==> src/rtl/legv8_pkg.sv <==
// Shared LEGv8 constants and types.
//   LEGV8_DATA_W   architectural register width
//   LEGV8_NUM_REGS number of architectural registers
//   XZR_IDX        index of the hard-wired zero register
//   reg_idx_t      register index type for the default geometry
package legv8_pkg;

  localparam int LEGV8_DATA_W   = 64;
  localparam int LEGV8_NUM_REGS = 32;
  localparam int LEGV8_ADDR_W   = $clog2(LEGV8_NUM_REGS);
  localparam int XZR_IDX        = 31;

  typedef logic [LEGV8_ADDR_W-1:0] reg_idx_t;

endpackage

==> src/rtl/regfile_sb_scoreboard.sv <==
// rf_scoreboard: per-register busy bits for outstanding producers.
// Update priority per register, highest first: flush clears, issue sets,
// writeback clears, otherwise hold. The zero register is never busy.
//   clk, rst_n    clock, async active-low reset
//   flush         drop every outstanding producer
//   issue_valid   an instruction writing issue_rd is issued
//   issue_rd      destination of the issued instruction
//   wr_en, wr_idx writeback enable and destination
//   busy          registered busy vector
//   busy_count    registered popcount of busy (tracks busy in the same cycle)
module rf_scoreboard #(
  parameter int NUM_REGS = 32,
  parameter int ADDR_W   = 5,
  parameter int ZERO_REG = 31,
  parameter int CNT_W    = 6
) (
  input  logic                clk,
  input  logic                rst_n,
  input  logic                flush,
  input  logic                issue_valid,
  input  logic [ADDR_W-1:0]   issue_rd,
  input  logic                wr_en,
  input  logic [ADDR_W-1:0]   wr_idx,
  output logic [NUM_REGS-1:0] busy,
  output logic [CNT_W-1:0]    busy_count
);

  logic [NUM_REGS-1:0] busy_next;
  logic [CNT_W-1:0]    count_next;

  always_comb begin
    busy_next = busy;
    for (int r = 0; r < NUM_REGS; r++) begin
      if (r == ZERO_REG) begin
        busy_next[r] = 1'b0;
      end else if (flush) begin
        busy_next[r] = 1'b0;
      end else if (issue_valid && (issue_rd == ADDR_W'(r))) begin
        // A new producer outranks a retiring one in the same cycle.
        busy_next[r] = 1'b1;
      end else if (wr_en && (wr_idx == ADDR_W'(r))) begin
        busy_next[r] = 1'b0;
      end
    end
  end

  // Counting the next vector keeps busy_count aligned with busy.
  always_comb begin
    count_next = '0;
    for (int r = 0; r < NUM_REGS; r++) begin
      count_next = count_next + CNT_W'(busy_next[r]);
    end
  end

  always_ff @(posedge clk or negedge rst_n) begin
    if (!rst_n) begin
      busy       <= '0;
      busy_count <= '0;
    end else begin
      busy       <= busy_next;
      busy_count <= count_next;
    end
  end

endmodule

==> src/rtl/regfile_sb.sv <==
// regfile_sb: register file with NUM_READ combinational read ports, one
// synchronous write port, a hard-wired zero register, optional write->read
// bypass and a busy scoreboard that flags read-after-write hazards.
//   clk, rst_n   clock, async active-low reset (clears data and busy state)
//   REG_WRITE    writeback enable
//   write_reg    writeback destination
//   writeData    writeback data
//   read_addr    packed read indices, port i at [i*ADDR_W +: ADDR_W]
//   read_data    packed read data,    port i at [i*DATA_W +: DATA_W]
//   hazard       port i reads a register with an outstanding producer
//   issue_valid  decode issues an instruction that writes issue_rd
//   issue_rd     destination of the issued instruction
//   flush        drop all outstanding producers
//   busy_count   registered number of busy registers
module regfile_sb
  import legv8_pkg::*;
#(
  parameter int DATA_W   = LEGV8_DATA_W,
  parameter int NUM_REGS = LEGV8_NUM_REGS,
  parameter int ADDR_W   = $clog2(NUM_REGS),
  parameter int NUM_READ = 2,
  parameter int ZERO_REG = XZR_IDX,
  parameter int BYPASS   = 1
) (
  input  logic                         clk,
  input  logic                         rst_n,
  input  logic                         REG_WRITE,
  input  logic [ADDR_W-1:0]            write_reg,
  input  logic [DATA_W-1:0]            writeData,
  input  logic [NUM_READ*ADDR_W-1:0]   read_addr,
  output logic [NUM_READ*DATA_W-1:0]   read_data,
  output logic [NUM_READ-1:0]          hazard,
  input  logic                         issue_valid,
  input  logic [ADDR_W-1:0]            issue_rd,
  input  logic                         flush,
  output logic [$clog2(NUM_REGS+1)-1:0] busy_count
);

  localparam int CNT_W = $clog2(NUM_REGS+1);

  // True for an index that maps to real, writable storage.
  function automatic logic idx_ok(input logic [ADDR_W-1:0] a);
    return (32'(a) < 32'(NUM_REGS)) && (32'(a) != 32'(ZERO_REG));
  endfunction

  logic [DATA_W-1:0]   regs [NUM_REGS];
  logic [NUM_REGS-1:0] busy;
  logic                wr_en;

  assign wr_en = REG_WRITE && idx_ok(write_reg);

  always_ff @(posedge clk or negedge rst_n) begin
    if (!rst_n) begin
      for (int r = 0; r < NUM_REGS; r++) begin
        regs[r] <= '0;
      end
    end else if (wr_en) begin
      regs[write_reg] <= writeData;
    end
  end

  rf_scoreboard #(
    .NUM_REGS (NUM_REGS),
    .ADDR_W   (ADDR_W),
    .ZERO_REG (ZERO_REG),
    .CNT_W    (CNT_W)
  ) u_scoreboard (
    .clk         (clk),
    .rst_n       (rst_n),
    .flush       (flush),
    .issue_valid (issue_valid),
    .issue_rd    (issue_rd),
    .wr_en       (wr_en),
    .wr_idx      (write_reg),
    .busy        (busy),
    .busy_count  (busy_count)
  );

  for (genvar i = 0; i < NUM_READ; i++) begin : g_read
    logic [ADDR_W-1:0] addr;
    logic              valid;
    logic              fwd;

    assign addr  = read_addr[i*ADDR_W +: ADDR_W];
    assign valid = idx_ok(addr);
    // A matching write this cycle both supplies the data and retires the
    // producer, so it also masks the hazard.
    assign fwd   = (BYPASS != 0) && REG_WRITE && (write_reg == addr);

    assign read_data[i*DATA_W +: DATA_W] = !valid ? '0 :
                                           fwd    ? writeData : regs[addr];
    assign hazard[i] = valid && busy[addr] && !fwd;
  end

endmodule

==> config.mk <==
export PLATFORM = sky130hd
export DESIGN_NAME = regfile_sb
export DESIGN_NICKNAME = d
export VERILOG_FILES = /design/src/rtl/legv8_pkg.sv /design/src/rtl/regfile_sb_scoreboard.sv /design/src/rtl/regfile_sb.sv
export SDC_FILE = /design/constraint.sdc
export NUM_CORES = 2
export LEC_CHECK = 0
export CORE_UTILIZATION = 40
export DETAILED_ROUTE_END_ITERATION = 6
export PLACE_DENSITY = 0.62
export SYNTH_ARGS = -nofsm -noshare
export SYNTH_HDL_FRONTEND = slang
export SYNTH_SLANG_ARGS = --single-unit
==> constraint.sdc <==
create_clock -name clk -period 12.3 [get_ports clk]
set_input_delay 1.845 -clock clk [delete_from_list [all_inputs] [get_ports clk]]
set_output_delay 1.845 -clock clk [all_outputs]
set_load 0.05 [all_outputs]
After elaboration in Yosys (flattened, before gate mapping)
Index checks and enable logic that the tools add are counted.
Operators by class
  add/subtract/negate cells: 30
  multiply operators: 0
  div/mod/pow operators: 0
  order comparisons: 6
  equality and inequality tests: 65
  shift operators: 0
  multiplexer cells: 110
  bitwise logic cells: 3
  reductions and logical operators: 74
Operator list (number)
  $bwmux 2048: 1
  $bmux 64 s5: 2
  $mux 64: 9
  $demux 64 s5: 1
  $add 6x1->6: 29
  $eq 5x5->1 const B: 30
  $mux 1: 95
  $eq 5x4->1 const B: 16
  $logic_and 1x1->1: 70
  $eq 5x3->1 const B: 8
  $eq 5x2->1 const B: 4
  $ge 6x6->1 const B: 3
  $not 5->6: 3
  $ne 5x5->1 const B: 3
  $lt 5x6->1 const B: 2
  $bmux 1 s5: 2
  $eq 5x1->1 const B: 2
  $eq 5x5->1: 2
  $logic_not 5->1: 2
  $lt 6x1->1 const B: 1
  $add 1x1->2: 1
  $logic_not 1->1: 2
Storage, ports and cells
  flip-flop bits (word level): 2085
  bits in latches: 0
  bits in writable memories: 0
  ROM bits: 0
  output and inout port bits: 136
  word-level logic and storage cells: 322
  memories: 0

Depth between registers and ports, before layout
  depth after elaboration: 36
  mapped depth: 23
  mapped depth without buffers: 21

Hierarchy
From an unflattened synthesis, not the netlist that was laid out.
Second synthesis, totals
  cell total of the unflattened synthesis: 7747
  area total of the unflattened synthesis: 111993.7 um2
Modules (own cells, without submodules)
  regfile_sb: instances 1, cells each 7512, area each 109517.5 um2
  rf_scoreboard: instances 1, cells each 235, area each 2476.1 um2

Worst setup path after synthesis
No wires, ideal clock.
  path type: input to register
  start point: input write_reg[0]
  end point: register u_scoreboard.busy_count[4]
  setup time: 123 ps
  arrival: 7203 ps
  slack: 4975 ps
  cell stages on the path: 23
  cells stage by stage: buf_2 -> nor3b_1 -> nand2_1 -> clkbuf_1 -> clkbuf_1 -> a22oi_1 -> nor2_1 -> ha_1 -> inv_1 -> fa_1 -> fa_1 -> fa_1 -> fa_1 -> fa_1 -> fa_1 -> inv_1 -> ha_1 -> inv_1 -> fa_1 -> inv_1 -> a21o_1 -> a21oi_1 -> xnor2_1
On the way
  longest elaborated chain between the ends: 36
Ends and longest elaborated chain
  start: declaration: RTL line regfile_sb.sv:28  | input logic [ADDR_W-1:0] write_reg,
  $ne 5x5->1: RTL line regfile_sb.sv:43  | return (32'(a) < 32'(NUM_REGS)) && (32'(a) != 32'(ZERO_REG));
  $logic_and 1x1->1: RTL line regfile_sb.sv:50  | assign wr_en = REG_WRITE && idx_ok(write_reg);
  $logic_and 1x1->1 *: RTL line regfile_sb_scoreboard.sv:41  | end else if (wr_en && (wr_idx == ADDR_W'(r))) begin
  $mux 1 *: RTL line regfile_sb_scoreboard.sv:41
  $mux 1 *: RTL line regfile_sb_scoreboard.sv:38  | end else if (issue_valid && (issue_rd == ADDR_W'(r))) begin
  $mux 1 *: RTL line regfile_sb_scoreboard.sv:36  | end else if (flush) begin
  named net u_scoreboard.busy_next[0]: RTL line regfile_sb_scoreboard.sv:28  | logic [NUM_REGS-1:0] busy_next;
  $add 1x1->2 *: RTL line regfile_sb_scoreboard.sv:51  | count_next = count_next + CNT_W'(busy_next[r]);
  $add 6x1->6 * (29 in series): RTL line regfile_sb_scoreboard.sv:51
  named net u_scoreboard.count_next[4]: RTL line regfile_sb_scoreboard.sv:29  | logic [CNT_W-1:0] count_next;
  end signal: assignment: RTL line regfile_sb_scoreboard.sv:61  | busy_count <= count_next;
  end: declaration: RTL line regfile_sb_scoreboard.sv:25  | output logic [CNT_W-1:0] busy_count
The timed path passes the listed nets; every way through them passes the cells marked *.
A chain may end at the register's enable or synchronous reset.

Worst setup path after layout
  start point: input read_addr[7]
  end point: output read_data[98]
On the way
  longest elaborated chain between the ends: 6
Ends and longest elaborated chain
  start: declaration: RTL line regfile_sb.sv:30  | input logic [NUM_READ*ADDR_W-1:0] read_addr,
  $not 5->6 (implied by the code): RTL line regfile_sb.sv:91  | fwd ? writeData : regs[addr];
  $bmux 64 s5: RTL line regfile_sb.sv:91
  $mux 64 (implied by the code) (2 in series): RTL line regfile_sb.sv:91
  $mux 64: RTL line regfile_sb.sv:91
  $mux 64 *: RTL line regfile_sb.sv:90  | assign read_data[i*DATA_W +: DATA_W] = !valid ? '0 :
  end: declaration: RTL line regfile_sb.sv:31  | output logic [NUM_READ*DATA_W-1:0] read_data,
Mark *: on every way between the ends. The rest lies on a longest branch, timed or not. The select of a mux whose other input is x is not followed.

==> results.json <==
{
  "hp-class": "reg -> reg",
  "report.final.slew_viol_count": 0,
  "wl_per_cell_um": 33.3,
  "cp_max_fo": 49,
  "holdWs_ns": 0.391,
  "cpPeakStageDelay_ns": 1.01,
  "hold_buffers": 0,
  "cp_data_arrival_time_ns": 6.89,
  "ys_types": 48,
  "crit_chain": "buf_8 -> and2_4 -> nand4_1 -> buf_4 -> o21ai_4 -> buf_4 -> buf_4 -> o41ai_1 -> clkdlybuf4s50_1",
  "maxCapViolCount": 0,
  "fin_crit_sh_pct": 71.0,
  "rrSetupSlack_ns": 7.16,
  "htree_levels": 4,
  "crit_type": "in -> out",
  "rsz0062_at_grt": "false",
  "hold_end": "regs[8]",
  "critPathCaptureType": "primary output",
  "dieArea_um2": 288000,
  "clk_path_buf_depth": 4,
  "yosys_warnings": 0,
  "grt_pass1_wl_um": 574000,
  "ir_worst_vdd_uv": 115,
  "vias_per_cell": 6.58,
  "die-height_um": 536,
  "synth.cell_area_um2": 114000,
  "reg2regPathDepth": 18,
  "core_um2": 283000,
  "place_hpwl_um": 221000,
  "drive_above_1_share_pct": 42.3,
  "p_seq_share_pct": 44.0,
  "first_pass_iters": 6,
  "areaGrowthSynthToFinish_pct": 11.0,
  "num-fill-cells": 25000,
  "cts_tree": "built",
  "critPathRequiredTime_ns": 10.45,
  "track_usage_pct": 27.2,
  "synth_cells": 8180,
  "cts.sinks": 2085,
  "avgSynthCellArea_um2": 14.0,
  "synth-main-ff-cell": "dfrtp_1",
  "cts_resized": 0,
  "worst_setup_hold_path_clk_slew_ns": 0.06,
  "status": "completed",
  "synthArstFlopShare_pct": 100,
  "min-delay-start": "regs[8]",
  "clock_skew_ns": 0.0103,
  "p_switching_mw": 5.93,
  "period_needed_ns": 8.73,
  "antenna_found_initial": 34,
  "num_io_pins": 225,
  "max_slew.worst_pin.slew_ns": 1.30,
  "cts_root_buffer": "clkbuf_16",
  "insertion_delay_ns": 0.90,
  "numCtsBuffers": 230,
  "p_sw_share_pct": 28.7,
  "leakagePower_nw": 55.0,
  "vias": 77800,
  "antenna_left": 0,
  "die_w_um": 536,
  "seq_area_frac_synth_pct": 45.7,
  "wl_um": 394000,
  "initial_core_util_pct": 40.3,
  "setup_violations": 0,
  "grt_pass1_vias": 80400,
  "hold_path_depth": 0,
  "synth.top_cell.area_share_pct": 45.7,
  "p_int_mw": 14.7,
  "r2r-end": "u_scoreboard.busy_count[4]",
  "p_clk_share_pct": 34.4,
  "fin_nets": 8017,
  "crit_top_cell": "buf_4",
  "overflow": 0,
  "routabilityCongestion": 0.837,
  "synth_edf_count": 0,
  "syn_nets": 8301,
  "yosys.area.top_type": "dfrtp_1",
  "post_cts_buffers": 0,
  "worstReg2RegStart": "u_scoreboard.busy[1]",
  "drc": 0,
  "max_freq_mhz": 115,
  "drt-initial-drc-count": 8373,
  "rows": 195,
  "synth_area_leaders": "dfrtp_1, mux2_2, mux4_2",
  "synth_seq_cells": 2085,
  "cpMaxStageDelayCell": "o41ai_1",
  "setup.worst_path.start_class": "primary input",
  "grt_max_degree": 173,
  "totalNegativeSetupSlack_ns": 0,
  "synth_commonest_cells": "dfrtp_1, mux2_2, mux2i_1, mux4_2, clkbuf_1",
  "synth.most_common_cell": "dfrtp_1",
  "comb_power_share_pct": 21.6,
  "slew_headroom_pct": 11.9,
  "hold_viol": 0,
  "powerDensity_nw_per_um2": 163,
  "portBuffers": 224
}
logic make-up after synthesis:
group / share of synthesized area, %
muxes: 40.6
and+or+nand+nor: 2.31
buffers and inverters: 4.10
DFF: 45.7
AOI/OAI and AO/OA: 6.77
adders and majority gates: 0.501
xor gates and xnor gates: 0.0996
worst max-delay path, delay by kind of cell:
family,cells,cell delay (ns)
AOI/OAI and AO/OA,2,1.40
buffers and inverters,5,2.81
and+or+nand+nor,2,0.66
layout make-up:
type / count / area [um2] / area share [%]
inverter: 32 / 125 / 0.0987
sequential: 2085 / 52200 / 41.1
antenna: 9 / 22.5 / 0.0178
clock buffer: 337 / 6770 / 5.34
multi-input combinational: 5089 / 57900 / 45.6
tap: 3743 / 4680 / 3.69
clock inverter: 72 / 877 / 0.692
timing repair buffer: 458 / 4320 / 3.40
worst max path at each step:
stage	cells after the start	to	startpoint
floorplan	23	u_scoreboard.busy_count[4]	write_reg[0]
global placement	21	u_scoreboard.busy_count[4]	REG_WRITE
detailed placement	21	u_scoreboard.busy_count[4]	REG_WRITE
CTS	9	read_data[101]	read_addr[7]
global route	9	read_data[115]	read_addr[7]
finish	9	read_data[98]	read_addr[7]
per-layer routing:
metal	vias up	track usage, %	wire length, um
met2	3890	42.0	179000
met1	41900	36.8	161000
met3	1084	5.62	33800
li1	30900	-	-
met4	28	12.3	19800
met5	-	0	163
state kept, by name, summed over array words and instances, names as in the netlist:
signal and cells:
u_scoreboard.busy 31, regs 2048, u_scoreboard.busy_count 6
power by group through the flow:
stage               combinational, mW  sequential (mW)  clock, mW
detailed placement               4.44             9.16          0
CTS                              4.45             9.04       7.20
floorplan                        3.31             8.87          0
finish                           4.46             9.08       7.11
global route                     4.73             9.24       7.49
global placement                 4.35             9.03          0
layout by cell type, fill, tap and decap left out, drive strengths merged, types with 23 or more instances in the layout:
master and instances:
nor2b 139, clkdlybuf4s50 215, nand2 61, mux2i 776
a22oi 261, dfrtp 2085, buf 241, mux4 656
clkinv 48, a211oi 128, nor2 31, a21oi 233
mux2 2114, o41ai 128, inv 35, a221oi 179
clkbuf 339, fa 23, nand2b 58, a2bb2oi 77
nand4 132
metrics by stage:
step           std cells  area [um2]  util (%)  power [mW]  setup slack (ns)
2_1_floorplan       8180      114000         -        12.2              4.97
5_1_grt            11800      127000      44.8        21.5              3.45
3_5_place_dp       11400      119000      42.1        13.6              3.07
4_1_cts            11800      127000      44.8        20.7              3.75
3_3_place_gp       11400      119000      42.1        13.4              3.22
6_report           11800      127000      44.8        20.7              3.57
No activity file was read; power rests on OpenSTA's default activity.
